--- config.mk ---
export PLATFORM = sky130hd
export DESIGN_NAME = uart_msg_seq_flat
export DESIGN_NICKNAME = d
export VERILOG_FILES = /design/src/rtl/uart_msg_seq_if.sv /design/src/rtl/uart_msg_seq.sv /design/src/flat_wrapper.sv
export SDC_FILE = /design/constraint.sdc
export NUM_CORES = 1
export LEC_CHECK = 0
export ABC_AREA = 1
export BUFFER_PORTS_ARGS = -buffer_cell sky130_fd_sc_hd__buf_2
export CAP_MARGIN = 0
export CORE_MARGIN = 4
export CORE_UTILIZATION = 57
export CTS_CLUSTER_DIAMETER = 60
export CTS_CLUSTER_SIZE = 30
export DETAILED_ROUTE_END_ITERATION = 10
export PLACE_DENSITY = 0.78
export SYNTH_ARGS = -nofsm -noshare
export SYNTH_HDL_FRONTEND = slang
export SYNTH_SLANG_ARGS = --single-unit
export TNS_END_PERCENT = 50
--- constraint.sdc ---
create_clock -name clk -period 2.35 [get_ports clk]
set_clock_uncertainty 0.2 [all_clocks]
set_input_delay 0.47 -clock clk [delete_from_list [all_inputs] [get_ports clk]]
set_output_delay 0.47 -clock clk [all_outputs]
set_load 0.01 [all_outputs]
--- src/rtl/uart_msg_seq_if.sv ---
`default_nettype none
// ============================================================================
//  Module   : uart_msg_seq_if
//  Purpose  : Byte handshake between the message sequencer and the UART TX
//             stage. The byte and its valid flag travel downstream, and the
//             ready flag travels upstream.
//  Ports    : tx_data  [7:0]  ASCII byte offered to the UART TX stage
//             tx_valid        tx_data is valid and is held until accepted
//             tx_ready        UART TX can accept a byte this cycle
//  Modports : master (sequencer side), slave (UART TX side)
//  Revision : 1.0  initial release
// ============================================================================
interface uart_msg_seq_if;
  logic [7:0] tx_data;
  logic       tx_valid;
  logic       tx_ready;

  modport master (
    output tx_data,
    output tx_valid,
    input  tx_ready
  );

  modport slave (
    input  tx_data,
    input  tx_valid,
    output tx_ready
  );
endinterface : uart_msg_seq_if
`default_nettype wire

--- src/rtl/uart_msg_seq.sv ---
`default_nettype none
// ============================================================================
//  Module   : uart_msg_seq
//  Purpose  : Periodic ASCII banner generator that feeds a byte-level UART TX.
//             After an idle gap it sends one message, one byte at a time, over
//             a valid/ready handshake. It then waits for the next gap.
//  Config   : UART_MSG_COUNT_EN
//               defined   -> "HELLO " + 4 uppercase hex digits of a 16-bit
//                            message counter + CR LF  (12 bytes)
//               undefined -> "HELLO" + CR LF           (7 bytes, no counter)
//  Params   : CLOCK_RATE  clk frequency in Hz
//             GAP_MS      idle time between messages in ms
//  Ports    : clk       design clock
//             reset     synchronous, active-high reset
//             enable    1 = gap timer runs, 0 = no new message starts
//             tx        byte handshake (master modport of uart_msg_seq_if)
//             busy      1 while a message is being sent
//             msg_done  one-cycle pulse after the last byte is accepted
//  Revision : 1.0  initial release
// ============================================================================
module uart_msg_seq #(
  parameter int CLOCK_RATE = 1000,
  parameter int GAP_MS     = 1000
) (
  input  logic           clk,
  input  logic           reset,
  input  logic           enable,
  uart_msg_seq_if.master tx,
  output logic           busy,
  output logic           msg_done
);

  // --------------------------------------------------------------------------
  // Gap timer sizing. The timer counts down from GAP_CYCLES-1 to 0. The message
  // starts on the enabled edge that finds it at 0, so the message begins on
  // the GAP_CYCLES-th enabled edge.
  // --------------------------------------------------------------------------
  localparam int GAP_RAW    = (CLOCK_RATE * GAP_MS) / 1000;
  localparam int GAP_CYCLES = (GAP_RAW < 1) ? 1 : GAP_RAW;
  localparam int TW         = (GAP_CYCLES > 1) ? $clog2(GAP_CYCLES) : 1;
  localparam logic [TW-1:0] TIMER_RELOAD = TW'(GAP_CYCLES - 1);

`ifdef UART_MSG_COUNT_EN
  localparam int MSG_LEN = 12;
`else
  localparam int MSG_LEN = 7;
`endif
  localparam logic [3:0] LAST_IDX = 4'(MSG_LEN - 1);

  typedef enum logic [0:0] {
    ST_GAP  = 1'b0,
    ST_SEND = 1'b1
  } state_t;

  state_t         state, state_n;
  logic [TW-1:0]  timer, timer_n;
  logic [3:0]     idx, idx_n;
  logic [7:0]     data_n;
  logic           valid_n;
  logic           busy_n;
  logic           done_n;
  logic           xfer;

`ifdef UART_MSG_COUNT_EN
  logic [15:0]    count, count_n;
  logic [15:0]    snap, snap_n;

  // Uppercase hex: 0-9 -> '0'..'9', A-F -> 'A'..'F' (8'h37 + n == 8'h41 + n-10).
  function automatic logic [7:0] hex_ascii(input logic [3:0] n);
    return (n < 4'd10) ? (8'h30 + {4'h0, n}) : (8'h37 + {4'h0, n});
  endfunction

  // Message ROM. The digits come from the snapshot taken at message start.
  function automatic logic [7:0] msg_byte(input logic [3:0] i, input logic [15:0] s);
    logic [7:0] b;
    case (i)
      4'd0:    b = 8'h48;               // H
      4'd1:    b = 8'h45;               // E
      4'd2:    b = 8'h4C;               // L
      4'd3:    b = 8'h4C;               // L
      4'd4:    b = 8'h4F;               // O
      4'd5:    b = 8'h20;               // space
      4'd6:    b = hex_ascii(s[15:12]);
      4'd7:    b = hex_ascii(s[11:8]);
      4'd8:    b = hex_ascii(s[7:4]);
      4'd9:    b = hex_ascii(s[3:0]);
      4'd10:   b = 8'h0D;               // CR
      4'd11:   b = 8'h0A;               // LF
      default: b = 8'h00;
    endcase
    return b;
  endfunction
`else
  function automatic logic [7:0] msg_byte(input logic [3:0] i);
    logic [7:0] b;
    case (i)
      4'd0:    b = 8'h48;               // H
      4'd1:    b = 8'h45;               // E
      4'd2:    b = 8'h4C;               // L
      4'd3:    b = 8'h4C;               // L
      4'd4:    b = 8'h4F;               // O
      4'd5:    b = 8'h0D;               // CR
      4'd6:    b = 8'h0A;               // LF
      default: b = 8'h00;
    endcase
    return b;
  endfunction
`endif

  assign xfer = tx.tx_valid & tx.tx_ready;

  // --------------------------------------------------------------------------
  // Next-state and next-output logic. Every output is registered, so this
  // block computes the value each register takes at the next edge.
  // --------------------------------------------------------------------------
  always_comb begin
    state_n = state;
    timer_n = timer;
    idx_n   = idx;
    data_n  = tx.tx_data;
    valid_n = tx.tx_valid;
    done_n  = 1'b0;
`ifdef UART_MSG_COUNT_EN
    count_n = count;
    snap_n  = snap;
`endif

    case (state)
      ST_GAP: begin
        valid_n = 1'b0;
        if (enable) begin
          if (timer != '0) begin
            timer_n = timer - TW'(1);
          end else begin
            state_n = ST_SEND;
            idx_n   = 4'd0;
            valid_n = 1'b1;
`ifdef UART_MSG_COUNT_EN
            snap_n  = count;
            data_n  = msg_byte(4'd0, count);
`else
            data_n  = msg_byte(4'd0);
`endif
          end
        end
      end

      ST_SEND: begin
        // enable is deliberately ignored here, so a started message always completes.
        if (xfer) begin
          if (idx == LAST_IDX) begin
            state_n = ST_GAP;
            valid_n = 1'b0;
            done_n  = 1'b1;
            timer_n = TIMER_RELOAD;
`ifdef UART_MSG_COUNT_EN
            count_n = count + 16'd1;
`endif
          end else begin
            // Load the next byte on the accepting edge, so transfers can run
            // back to back without a bubble.
            idx_n  = idx + 4'd1;
`ifdef UART_MSG_COUNT_EN
            data_n = msg_byte(idx + 4'd1, snap);
`else
            data_n = msg_byte(idx + 4'd1);
`endif
          end
        end
      end

      default: begin
        state_n = ST_GAP;
        valid_n = 1'b0;
        timer_n = TIMER_RELOAD;
      end
    endcase

    busy_n = (state_n == ST_SEND);
  end

  // --------------------------------------------------------------------------
  // State and output registers
  // --------------------------------------------------------------------------
  always_ff @(posedge clk) begin
    if (reset) begin
      state       <= ST_GAP;
      timer       <= TIMER_RELOAD;
      idx         <= 4'd0;
      tx.tx_data  <= 8'h00;
      tx.tx_valid <= 1'b0;
      busy        <= 1'b0;
      msg_done    <= 1'b0;
`ifdef UART_MSG_COUNT_EN
      count       <= 16'h0000;
      snap        <= 16'h0000;
`endif
    end else begin
      state       <= state_n;
      timer       <= timer_n;
      idx         <= idx_n;
      tx.tx_data  <= data_n;
      tx.tx_valid <= valid_n;
      busy        <= busy_n;
      msg_done    <= done_n;
`ifdef UART_MSG_COUNT_EN
      count       <= count_n;
      snap        <= snap_n;
`endif
    end
  end

endmodule : uart_msg_seq
`default_nettype wire

--- src/flat_wrapper.sv ---
// flat-port wrapper written by rule: the top's interface ports become plain ports
module uart_msg_seq_flat 
#(
  parameter int CLOCK_RATE = 1000,
  parameter int GAP_MS     = 1000
)
  (clk, reset, enable, busy, msg_done, tx_tx_data, tx_tx_valid, tx_tx_ready);
  uart_msg_seq_if tx_i ();
  input  logic clk;
  input  logic reset;
  input  logic enable;
  output logic busy;
  output logic msg_done;
  output wire logic [$bits(tx_i.tx_data)-1:0] tx_tx_data;
  output wire logic [$bits(tx_i.tx_valid)-1:0] tx_tx_valid;
  input wire logic [$bits(tx_i.tx_ready)-1:0] tx_tx_ready;
  assign tx_tx_data = tx_i.tx_data;
  assign tx_tx_valid = tx_i.tx_valid;
  assign tx_i.tx_ready = tx_tx_ready;
  uart_msg_seq #(.CLOCK_RATE(CLOCK_RATE), .GAP_MS(GAP_MS)) u_core (.clk(clk), .reset(reset), .enable(enable), .tx(tx_i), .busy(busy), .msg_done(msg_done));
endmodule
* After elaboration in Yosys (flattened, before gate mapping)
Index checks and enable logic that the tools add are counted.
** Word-level totals
- Register bits :: 25
- Word-level logic and storage cells :: 56
- Output and inout bits :: 11
- Input bits :: 4
** Operators by class
- Reductions and logical operators :: 7
- Add/sub/neg operators :: 2
- Equal/unequal tests :: 13
- Bitwise gates (word level) :: 3
- Muxes and demuxes :: 25
** Operator list (number)
- $pmux 7 s6 :: 1
- $mux 10 :: 4
- $mux 8 :: 4
- $pmux 10 s2 :: 1
- $eq 4x3->1 const B :: 4
- $mux 4 :: 4
- $pmux 8 s2 :: 1
- $ne 2x2->1 const B :: 5
- $reduce_bool 10->1 :: 1
- $sub 10x1->10 const B :: 1
- $eq 4x2->1 const B :: 2
- $pmux 4 s2 :: 1
- $reduce_and 4->1 :: 2
- $mux 1 :: 7
- $add 4x1->4 const B :: 1
- $eq 4x1->1 const B :: 1
- $logic_not 4->1 :: 1
- $pmux 1 s2 :: 2
- $reduce_or 3->1 :: 1
- $ne 2x1->1 const B :: 1
- $not 1->1 :: 2
- $reduce_and 2->1 :: 1
- $reduce_or 2->1 :: 1
- $and 1x1->1 :: 1

* Logic depth before layout (Yosys ltp)
Gate-level depths: netlist of run 1.
- Depth after elaboration :: 7
- Mapped depth :: 11

* Worst setup path after synthesis of run 1
OpenSTA, ideal clock, no wires.
- Kind :: reg-to-reg
- Start :: reg u_core.idx[0]
- End :: reg u_core.tx.tx_data[3]
- Stages on the path, launching flop included :: 9
- Required time :: 2038 ps
- Setup slack :: 718 ps
- Buffers on the path :: 0
- Arrival :: 1320 ps
- Path through :: dfxtp_1 > inv_1 > ha_1 > nand3_4 > nand2_4 > nor2_2 > nand3_1 > nor2_1 > nor2_1
** On the way
- Cells in the longest elaborated chain, start to end :: 7
- Elaborated cells on any way between the ends :: 16
** RTL lines
- from (decl) :: RTL line uart_msg_seq.sv:57 : logic [3:0] idx, idx_n;
- from (signal assigned) :: RTL line uart_msg_seq.sv:201 : idx <= idx_n;
- $add 4x1->4 :: RTL line uart_msg_seq.sv:166 : data_n = msg_byte(idx + 4'd1);
- $eq 4x2->1 :: RTL line uart_msg_seq.sv:96 : case (i)
- $reduce_or 2->1 (no source line)
- $pmux 7 s6 :: RTL line uart_msg_seq.sv:96
- $mux 8 :: RTL line uart_msg_seq.sv:151 : if (idx == LAST_IDX) begin
- $mux 8 :: RTL line uart_msg_seq.sv:150 : if (xfer) begin
- $pmux 8 s2 :: RTL line uart_msg_seq.sv:128 : case (state)
- to (signal assigned) :: RTL line uart_msg_seq.sv:202 : tx.tx_data <= data_n;
- to (decl) :: RTL line uart_msg_seq_if.sv:19 : output tx_data,
Several ways; a longest one is shown, not always the timed one. The select of a mux whose other input is x is not followed.
A chain may end at the register's enable or synchronous reset.

* Worst setup path in the final report of run 1
- Start :: reg u_core.busy
- End :: out busy
** RTL lines
- from (decl) :: RTL line uart_msg_seq.sv:29 : output logic busy,
- from (signal assigned) :: RTL line uart_msg_seq.sv:204 : busy <= busy_n;
- to (decl) :: RTL line flat_wrapper.sv:12 : output logic busy;
No word-level cell between the ends.

==> results of run 1 <==
[worst min-delay path by stage]
stage,to,startpoint,cells after the start
finish,u_core.msg_done,tx_tx_ready,3
global route,u_core.msg_done,tx_tx_ready,3
CTS,u_core.msg_done,tx_tx_ready,3
detailed placement,u_core.tx.tx_data[0],u_core.tx.tx_data[0],2
global placement,u_core.tx.tx_data[0],u_core.tx.tx_data[0],2
floorplan,u_core.idx[3],u_core.idx[3],2
[where the power goes]
part | switching (uW) | total [uW] | internal [uW]
Sequential | 8.78 | 391 | 382
Clock | 121 | 294 | 173
Combinational | 34.9 | 52.2 | 17.3
[through the flow]
| stage | utilization | setup slack [ns] | total power [uW] | area (um^2) |
|---|---|---|---|---|
| 2_1_floorplan | - | 0.718 | 442 | 1340 |
| 3_3_place_gp | 0.627 | 0.509 | 448 | 1390 |
| 3_5_place_dp | 0.627 | 0.472 | 450 | 1390 |
| 4_1_cts | 0.650 | 0.436 | 744 | 1440 |
| 5_1_grt | 0.650 | 0.275 | 769 | 1440 |
| 6_report | 0.650 | 0.430 | 737 | 1440 |
[cell families after synthesis]
| group | Yosys count | share of synthesized area |
|---|---|---|
| AND/OR/NAND/NOR | 100 | 0.355 |
| buffers and inverters | 29 | 0.0985 |
| AO/OA/AOI/OAI | 24 | 0.115 |
| flip-flops | 22 | 0.330 |
| adder cells (fa/ha/maj) | 7 | 0.0657 |
| XOR/XNOR | 5 | 0.0328 |
| other | 1 | 0.00281 |
[routing by layer]
metal | vias to the layer above | share of wire
met2 | 36 | 0.47
met5 | - | 0
met4 | 0 | 0.015
li1 | 616 | -
met3 | 6 | 0.053
met1 | 553 | 0.46
[final cells by class]
| class | count | area, um^2 |
|---|---|---|
| Clock buffer | 3 | 22.5 |
| Clock inverter | 1 | 30.0 |
| Fill cell | 207 | 773 |
| Inverter | 23 | 86.3 |
| Multi-Input combinational cell | 139 | 769 |
| Sequential cell | 22 | 440 |
| Tap cell | 28 | 35.0 |
| Timing Repair Buffer | 11 | 55.1 |
[registers in the layout, indices dropped and copies added (netlist names)]
register	count
u_core.idx	4
u_core.tx.tx_data	5
u_core.busy	1
u_core.timer	10
u_core.msg_done	1
u_core.tx.tx_valid	1
[cells in the mapped netlist (4+ instances only)]
cell type	instances	area, um^2
buf_4	4	30.0
xor2_1	4	35.0
ha_1	7	87.6
nand3_1	15	75.1
inv_1	21	78.8
a21oi_1	7	35.0
o21ai_0	8	40.0
nand2_1	47	176
dfxtp_1	22	440
nor2_1	21	78.8
==> out/qor_table.md, run 1 <==
| Result | This run | Unit |
|---|---|---|
| Die Span X | 56.4 | um |
| Pin slew with the least headroom to its limit | 0.572 | ns |
| CP Capture Type | primary output | - |
| End point of the critical path | busy | - |
| Cell area after technology mapping | 1330 | um^2 |
| Grt met3 use | 0.0299 | - |
| M1 GR Usage | 0.238 | - |
| R2R cell count | 8 | - |
| TritonCTS Buffers | 3 | - |
| Antenna-violating nets left | 0 | - |
| Final Hold Violating Endpoints | 0 | - |
| Post-Synthesis Cells | 188 | - |
| Wire length per cell after detailed routing | 12.4 | um |
| DRT iter0 DRCs | 35 | - |
| CP cell instances | buf_2 | - |
| Layer with the highest usage after global routing | met2 | - |
| Worst-case vdd ir drop | 0.000425 | V |
| RSZ-0062 raised after global routing | no | - |
| DR pass1 iterations | 4 | - |
| Number of diodes | 0 | - |
| Number of global-route vias before repair | 1165 | - |
| Largest delay contributor family on the critical path | flip-flops | - |
| Critical Path Start | u_core.busy | - |
| Estimated wirelength of the detail-placed design | 2050 | um |
| Routed vias | 1211 | - |
| Share of synthesized registers carrying an async set or reset | 0 | - |
| Maximum clock rate | 521 | MHz |
| Max-capacitance violation count | 0 | - |
| Post-detailed-routing wire length | 2820 | um |
| Maximum clock path buffer count | 2 | - |
| Buffers added on ports | 11 | - |
| Number of nets in the final layout | 211 | - |
| Worst R2R Start | u_core.idx[0] | - |
| Required time worst endpoint | 1.68 | ns |
| Logic depth of the worst setup path including buffers | 1 | - |
| Critical path's slowest cell | dfxtp_1 | - |
| Final critical-path share of the clock period | 0.817 | - |
| Starting utilization of the core area | 0.603 | - |
| Area growth from synthesis to final layout | 7.88 | % |
| Top library cells by usage in the layout, fill and taps aside | nand2_1 (47), dfxtp_1 (22), inv_1 (21), nor2_1 (21), nand3_1 (15) | - |
| Status | finished clean | - |
| Mean number of vias per cell | 5.33 | - |
| Number of buffers and inverters on the critical path | 1 | - |
| Classification of the worst setup path | reg2out | - |
| Clock sink count | 22 | - |
| Total setup buffers inserted after CTS | 0 | - |
| Post-route DRC | 0 | - |
| Root Buffer Master | clkbuf_4 | - |
| Number of H-tree branching levels | 1 | - |
| Die Area | 3180 | um^2 |
| Tightest Hold Check Type | in2reg | - |
| Total negative slack for setup checks | 0 | ns |
| Gr usage total | 0.192 | - |
| Post-Synthesis Mean Instance Area | 7.09 | um^2 |
| Data arrival at the endpoint of the critical path | 1.25 | ns |
| Number of antenna violations at the first check in global routing | 0 | - |
| YS warnings | 0 | - |
| DP Cell Count | 223 | - |
| Total I/O pin count | 15 | - |
| Min Clock Period, post-route | 1.92 | ns |
| Final setup fails | 0 | - |
| Site row count | 17 | - |
| Worst flop-to-flop path endpoint | u_core.tx.tx_data[6] | - |
| GRT Residual Overflow | 0 | - |
| Maximum fanout along the worst path | 12 | - |
| First-pass GRT wire length | 4970 | um |
| Resized cells post-CTS | 0 | - |
| Area inside the core boundary | 2210 | um^2 |
| Clock tree from TritonCTS | yes | - |
| Number of distinct library cells after synthesis | 30 | - |
| Relative slew margins | 0.618 | - |
| Sequential area share after synthesis | 0.330 | - |
| Setup slack of the most critical reg-to-reg path | 0.43 | ns |
| Tightest hold margin | 0.243 | ns |
| Total of hold buffers inserted after clock tree synthesis | 0 | - |
| EDFF count, synth | 0 | - |
| CP startpoint kind | flop | - |
| Post-route non-filler standard cell count | 227 | - |
| Number of max-slew violations in the final report | 0 | - |
| Leakage component of the power | 0.000661 | uW |
| Skew-Pair Late Insertion Delay | 0.32 | ns |
| Main synth FF type | dfxtp_1 | - |
| Ratio of cells with drive above 1 in the final layout | 0.146 | - |
| Pwr dens | 512 | nW/um^2 |
| Flops & latches, synth | 22 | - |
| CP max stage delay | 0.70 | ns |
| DIE HEIGHT | 56.4 | um |
| Commonest non-fill, non-tap cell in the layout | nand2_1 | - |
| Met2 Resource Use GR | 0.332 | - |
| Worst-path clk slew | 0.12 | ns |
| Largest net degree at the start of global routing | 14 | - |
| Routability Congestion | 0.926 | - |
No activity file was read; power rests on OpenSTA's default activity.
==> run 2, diff against run 1 <==
--- a/config.mk
+++ b/config.mk
@@ -5,7 +5,7 @@
 export SDC_FILE = /design/constraint.sdc
 export NUM_CORES = 1
 export LEC_CHECK = 0
-export ABC_AREA = 1
+export ABC_AREA = 0
 export BUFFER_PORTS_ARGS = -buffer_cell sky130_fd_sc_hd__buf_2
 export CAP_MARGIN = 0
 export CORE_MARGIN = 4
==> constraint.sdc (replaced) <==
create_clock -name clk -period 2 [get_ports clk]
set_clock_uncertainty 0.2 [all_clocks]
set_input_delay 0.4 -clock clk [delete_from_list [all_inputs] [get_ports clk]]
set_output_delay 0.4 -clock clk [all_outputs]
set_load 0.01 [all_outputs]
==> run 2 against run 1 <==
- die area decreased by 2.1%
- critical path type is now reg2reg
- wire length grew 6.3%
- largest power group unchanged
- synthesized area down 2.4%
==> out/qor_table.md, run 2 <==
| Result | This run | Unit | vs previous |
|---|---|---|---|
| Status | finished clean | - |  |
| Share of synthesized registers carrying an async set or reset | 0 | - | unchanged |
| Total setup buffers inserted after CTS | 0 | - | unchanged |
| Total of hold buffers inserted after clock tree synthesis | 0 | - | unchanged |
| Total I/O pin count | 15 | - | unchanged |
| Post-route DRC | 0 | - | unchanged |
| Leading post-synthesis cells by cell area | dfxtp_1 (34%), ha_1 (6.7%), a21oi_1 (3.8%) | - |  |
| Number of nets in the final layout | 182 | - | -14% |
| DIE HEIGHT | 55.8 | um | -1.1% |
| Required time worst endpoint | 2.04 | ns | +0.36 ns |
| Clock sink count | 22 | - | unchanged |
| Post-detailed-routing wire length | 3000 | um | +6.3% |
| Post-route standard cell area excluding fillers | 1530 | um^2 | +6.3% |
| Most flop-heavy register | u_core.timer | - |  |
| DR pass1 iterations | 4 | - | unchanged |
| Wire length per cell after detailed routing | 15.2 | um | +22% |
| Number of max-slew violations in the final report | 0 | - | unchanged |
| Post-Synthesis Mean Instance Area | 8.85 | um^2 | +25% |
| Net Sw Power | 172 | uW | +4.4% |
| Gr usage total | 0.200 | - | +0.00791 |
| Root Buffer Master | clkbuf_4 | - |  |
| CP max stage delay | 0.47 | ns | -0.23 ns |
| Mean number of vias per cell | 6.02 | - | +13% |
| Maximum clock rate | 513 | MHz |  |
| Antenna-violating nets left | 0 | - | unchanged |
| Maximum clock path buffer count | 2 | - | unchanged |
| Data arrival at the endpoint of the critical path | 1.99 | ns | +0.74 ns |
| Post-synth top area share | 0.338 | - | +0.00826 |
| Maximum fanout along the worst path | 9 | - | -3 |
| Area inside the core boundary | 2190 | um^2 | -0.96% |
| Final critical-path share of the clock period | 0.975 | - |  |
| Total chip power | 837 | uW | +14% |
| Number of distinct library cells after synthesis | 48 | - | +60% |
| Clock tree from TritonCTS | yes | - |  |
| Number of diodes | 0 | - | unchanged |
| Hold path start | enable | - |  |
| Number of antenna violations at the first check in global routing | 0 | - | unchanged |
| Number of buffers and inverters on the critical path | 1 | - | unchanged |
| Cell area after technology mapping | 1300 | um^2 | -2.4% |
| Number of H-tree branching levels | 1 | - | unchanged |
| TritonCTS Buffers | 3 | - | unchanged |
| YS warnings | 0 | - | unchanged |
| Count leader, synth | dfxtp_1 | - |  |
| Die Span X | 55.8 | um | -1.1% |
| Die Area | 3110 | um^2 | -2.1% |
| Number of global-route vias before repair | 1208 | - | +3.7% |
| Placed Area | 1450 | um^2 | +4.3% |
| Leading registers by flop count | u_core.timer x10, u_core.tx.tx_data x5, u_core.idx x4 | - |  |
| Fraction of power consumed by the clock network | 0.407 | - | +0.008 |
| DRT iter0 DRCs | 40 | - | +14% |
| Comb power frac | 0.062 | - | -0.009 |
| Cell Int Power | 665 | uW | +16% |
| Final setup fails | 0 | - | unchanged |
| Total negative slack for setup checks | 0 | ns | unchanged |
| Area growth from synthesis to final layout | 17.5 | % |  |
| Estimated wirelength of the detail-placed design | 2210 | um | +8.2% |
| First-pass GRT wire length | 5110 | um | +2.8% |
| Classification of the worst setup path | reg2reg | - |  |
| Commonest non-fill, non-tap cell in the layout | dfxtp_1 | - |  |
| Buffers added on ports | 11 | - | unchanged |
| Routed vias | 1191 | - | -1.7% |
| CP cell instances | inv_1 -> ha_4 -> nand3b_4 -> a22o_4 -> or4_1 -> a21oi_1 | - |  |
| Routability Congestion | 0.826 | - | -11% |
| Worst-case vdd ir drop | 0.000744 | V | +75% |
| Min Clock Period, post-route | 1.95 | ns |  |
| EDFF count, synth | 0 | - | unchanged |
| GRT Residual Overflow | 0 | - | unchanged |
| Ratio of cells with drive above 1 in the final layout | 0.265 | - | +0.119 |
| Leakage component of the power | 0.000616 | uW | -6.9% |
| CP startpoint kind | flop | - |  |
| Largest register FFs | 10 | - | unchanged |
| Sequential area share after synthesis | 0.338 | - | +0.00826 |
| Critical path's slowest cell | or4_1 | - |  |
| Skew-Pair Late Insertion Delay | 0.31 | ns | about the same |
| Largest net degree at the start of global routing | 14 | - | unchanged |
| Resized cells post-CTS | 1 | - | +1 |
| Top cells by instance count after synthesis | dfxtp_1 (22), nand2_1 (12), a21oi_1 (10), inv_1 (10) | - |  |
| Max-capacitance violation count | 0 | - | unchanged |
| Critical Path Start | u_core.idx[0] | - |  |
| Cell type with the highest aggregate area in the netlist | dfxtp_1 | - |  |
| Pwr dens | 547 | nW/um^2 | +6.9% |
| Tightest Hold Check Type | in2reg | - |  |
| Worst R2R Start | u_core.idx[0] | - |  |
| Switching fraction of total power | 0.206 | - | -0.0181 |
| Worst-path clk slew | 0.13 | ns | about the same |
| Tightest hold margin | 0.191 | ns | -0.0522 ns |
| Top library cells by usage in the layout, fill and taps aside | dfxtp_1 (21), buf_4 (14), nand2_1 (12) | - |  |
| Site row count | 17 | - | unchanged |
| CP Capture Type | flop | - |  |
| Flops & latches, synth | 22 | - | unchanged |
| Post-Synthesis Cells | 147 | - | -22% |
| Main synth FF type | dfxtp_1 | - |  |
| Starting utilization of the core area | 0.594 | - | -0.00899 |
| Sequential fraction of design power | 0.531 | - | about the same |
| Final Hold Violating Endpoints | 0 | - | unchanged |
| Largest delay contributor family on the critical path | simple AND/OR/NAND/NOR gates | - |  |
-- run 2: cells by family (layout without fill, tap and decap cells) --
group                    after synthesis  in the layout  synth area share
AND/OR/NAND/NOR                       56             56             0.283
AO/OA/AOI/OAI                         39             39             0.204
flip-flops                            22             22             0.338
buffers and inverters                 18             39            0.0731
adder cells (fa/ha/maj)                7              7            0.0673
multiplexers                           3              3            0.0250
other                                  1              3           0.00288
XOR/XNOR                               1              1           0.00673
-- run 2: layout make-up --
type	instances	area [um^2]
Inverter	10	37.5
Fill cell	172	662
Timing Repair Buffer	25	160
Multi-Input combinational cell	109	802
Sequential cell	22	442
Clock buffer	3	22.5
Tap cell	28	35.0
Clock inverter	1	30.0
-- run 2: power groups by stage --
stage | clock network [uW] | registers (uW) | logic, uW
floorplan | 0 | 455 | 30.4
global placement | 0 | 453 | 48.7
detailed placement | 0 | 454 | 50.3
CTS | 347 | 444 | 50.6
global route | 368 | 445 | 57.5
finish | 341 | 444 | 51.9
-- run 2: worst paths after layout --
check / end / slack, ns / cells after the start
hold / removal: u_core.busy / 0.19 / 3
setup / recovery: u_core.timer[3] / 0.05 / 6
hold reg to reg: u_core.tx.tx_data[2] / 0.28 / 2
setup reg to reg: u_core.timer[3] / 0.05 / 6
-- run 2: worst register-to-register path: stages (launching register included) --
cell      delay [ns]
dfxtp_1         0.34
inv_1           0.11
ha_4            0.18
nand3b_4        0.09
a22o_4          0.30
or4_1           0.48
a21oi_1         0.18
-- run 2: through the flow --
stage	std cells	setup slack (ns)	util
finish	198	0.0499	0.698
global route	198	-0.00412	0.698
CTS	198	0.0170	0.685
detailed placement	194	0.0419	0.660
global placement	194	0.140	0.660
floorplan	149	0.0277	-
-- run 2: routing by layer --
metal,vias up,part of all wire,wire length (um),global-route usage
li1,586,-,-,-
met1,570,0.41,1240,0.223
met2,31,0.54,1630,0.382
met3,4,0.036,107,0.0487
met4,0,0.0090,27,0.0347
met5,-,0,0,0
==> run 3, diff against run 2 <==
--- a/config.mk
+++ b/config.mk
@@ -14,6 +14,7 @@
 export CTS_CLUSTER_SIZE = 30
 export DETAILED_ROUTE_END_ITERATION = 10
 export PLACE_DENSITY = 0.78
+export REMOVE_ABC_BUFFERS = 1
 export SYNTH_ARGS = -nofsm -noshare
 export SYNTH_HDL_FRONTEND = slang
 export SYNTH_SLANG_ARGS = --single-unit
==> run 3 against run 2 <==
- final cell count rose by 0.51%
- clock power rose by 2%
- worst hold slack worse by 0.0034 ns
- flip-flop and latch count unchanged
- critical endpoint unchanged
- largest cell class unchanged
- highest routed layer unchanged
==> out/qor_table.md, run 3 (synthesis gave the netlist of run 2 again) <==
| Result | This run | Unit | vs previous |
|---|---|---|---|
| Tightest hold margin | 0.188 | ns | -0.00345 ns |
| Max-capacitance violation count | 0 | - | unchanged |
| Largest register FFs | 10 | - | unchanged |
| Starting utilization of the core area | 0.594 | - | unchanged |
| Post-route DRC | 0 | - | unchanged |
| CP Capture Type | flop | - |  |
| Worst-case vdd ir drop | 0.000343 | V | -54% |
| Estimated wirelength of the detail-placed design | 2090 | um | -5.7% |
| Post-route standard cell area excluding fillers | 1540 | um^2 | +0.65% |
| Antenna-violating nets left | 0 | - | unchanged |
| Leakage component of the power | 0.000621 | uW | +0.92% |
| Clock tree from TritonCTS | yes | - |  |
| Cell Int Power | 668 | uW | +0.48% |
| Routability Congestion | 0.815 | - | -1.4% |
| Total of hold buffers inserted after clock tree synthesis | 0 | - | unchanged |
| First-pass GRT wire length | 4820 | um | -5.7% |
| Leading registers by flop count | u_core.timer x10, u_core.tx.tx_data x5, u_core.idx x4 | - |  |
| Root Buffer Master | clkbuf_4 | - |  |
| Number of antenna violations at the first check in global routing | 0 | - | unchanged |
| Number of H-tree branching levels | 1 | - | unchanged |
| Number of diodes | 0 | - | unchanged |
| GRT Residual Overflow | 0 | - | unchanged |
| Final setup fails | 0 | - | unchanged |
| Maximum clock rate | 520 | MHz | +1.4% |
| DR pass1 iterations | 4 | - | unchanged |
| Classification of the worst setup path | reg2reg | - |  |
| Total negative slack for setup checks | 0 | ns | unchanged |
| Tightest Hold Check Type | in2reg | - |  |
| DRT iter0 DRCs | 31 | - | -23% |
| Die Area | 3110 | um^2 | unchanged |
| Data arrival at the endpoint of the critical path | 1.97 | ns | -0.02 ns |
| Skew-Pair Late Insertion Delay | 0.31 | ns | about the same |
| Maximum clock path buffer count | 2 | - | unchanged |
| TritonCTS Buffers | 3 | - | unchanged |
| Post-detailed-routing wire length | 2910 | um | -3.0% |
| Most flop-heavy register | u_core.timer | - |  |
| Wire length per cell after detailed routing | 14.6 | um | -3.5% |
| Commonest non-fill, non-tap cell in the layout | dfxtp_1 | - |  |
| Min Clock Period, post-route | 1.92 | ns | -0.0267 ns |
| Mean number of vias per cell | 5.88 | - | -2.3% |
| Placed Area | 1420 | um^2 | -1.6% |
| Gr usage total | 0.189 | - | -0.0111 |
| Number of cells traversed by the worst hold path | 3 | - | unchanged |
| Total I/O pin count | 15 | - | unchanged |
| Ratio of cells with drive above 1 in the final layout | 0.281 | - | +0.0160 |
| Net Sw Power | 180 | uW | +4.5% |
| Number of max-slew violations in the final report | 0 | - | unchanged |
| Area growth from synthesis to final layout | 18.3 | % |  |
| DIE HEIGHT | 55.8 | um | unchanged |
| CP startpoint kind | flop | - |  |
| Required time worst endpoint | 2.05 | ns | about the same |
| FILL cells | 179 | - | +4.1% |
| Final critical-path share of the clock period | 0.962 | - | -0.0133 |
| RSZ-0062 raised after global routing | no | - |  |
| R2R cell count | 6 | - | unchanged |
| Routed vias | 1170 | - | -1.8% |
| Site row count | 17 | - | unchanged |
| Die Span X | 55.8 | um | unchanged |
| Buffers added on ports | 11 | - | unchanged |
| Number of global-route vias before repair | 1184 | - | -2.0% |
| Comb power frac | 0.066 | - | +0.004 |
| Status | finished clean | - |  |
| Area inside the core boundary | 2190 | um^2 | unchanged |
| Number of nets in the final layout | 183 | - | +0.55% |
| Largest net degree at the start of global routing | 14 | - | unchanged |
| Worst-path clk slew | 0.13 | ns | about the same |
| Maximum fanout along the worst path | 6 | - | -3 |
| Sequential fraction of design power | 0.525 | - | -0.006 |
| Final Hold Violating Endpoints | 0 | - | unchanged |
| Fraction of power consumed by the clock network | 0.409 | - | +0.002 |
| Pwr dens | 551 | nW/um^2 | +0.65% |
| Clock sink count | 22 | - | unchanged |
| Switching fraction of total power | 0.212 | - | +0.00648 |
| Top library cells by usage in the layout, fill and taps aside | dfxtp_1 (18), buf_4 (15), nand2_1 (12) | - |  |
-- run 3: cell count changes in the layout (fill, tap and decap cells not counted), sizes merged --
cell  before  now
buf       25   26
-- run 3: timing repair --
item | 4_1_cts | 5_1_grt
buffers inserted | 1 | 3
endpoints found under the setup margin | 3 | 5
gates resized for setup | 4 | 6
pin swaps | 0 | 3
-- run 3: critical path: stages, from the launching register on --
cell and delay, ns:
dfxtp_2 0.36, inv_1 0.07, ha_1 0.21, nor3b_2 0.18, and3_4 0.21, or4_1 0.50, a21oi_1 0.13
-- run 3: metal layers --
| layer | wire length, um | part of all wire | global-route usage | vias to the layer above |
|---|---|---|---|---|
| met4 | 36 | 0.012 | 0.104 | 0 |
| li1 | - | - | - | 581 |
| met1 | 1210 | 0.42 | 0.205 | 566 |
| met5 | 0 | 0 | 0 | - |
| met3 | 79 | 0.027 | 0.0232 | 4 |
| met2 | 1580 | 0.54 | 0.350 | 19 |
-- run 3: final timing paths --
| kind | startpoint | end | slack [ns] |
|---|---|---|---|
| worst min-delay path | enable | u_core.busy | 0.19 |
| worst max-delay path | u_core.timer[0] | u_core.timer[3] | 0.08 |
| worst min register to register | u_core.tx.tx_data[2] | u_core.tx.tx_data[2] | 0.28 |
| worst max register to register | u_core.timer[0] | u_core.timer[3] | 0.08 |
-- run 3: power by group through the flow --
stage / registers (uW) / logic, uW / clock network [uW]
floorplan: 455 / 23.5 / 0
global placement: 455 / 42.4 / 0
detailed placement: 456 / 44.1 / 0
CTS: 446 / 47.5 / 356
global route: 446 / 61.5 / 373
finish: 445 / 56.2 / 347
-- run 3: area by class of cell --
cell class	instances	area [um^2]	area share
multi-input cells	109	798	0.519
flip-flops and latches	22	448	0.291
repair buffers	26	168	0.109
inverters	10	37.5	0.0244
well taps	28	35.0	0.0228
clock inverters	1	30.0	0.0195
clock buffers	3	22.5	0.0146
-- run 3: through the flow --
stage / util / total power (uW) / cells / setup slack, ns
final: 0.702 / 848 / 199 / 0.0766
after global routing: 0.702 / 880 / 199 / 0.00777
after CTS: 0.680 / 850 / 196 / 0.00200
after detailed placement: 0.650 / 500 / 191 / -0.0251
after global placement: 0.650 / 498 / 191 / 0.0819
after floorplan: - / 478 / 141 / 0.0184
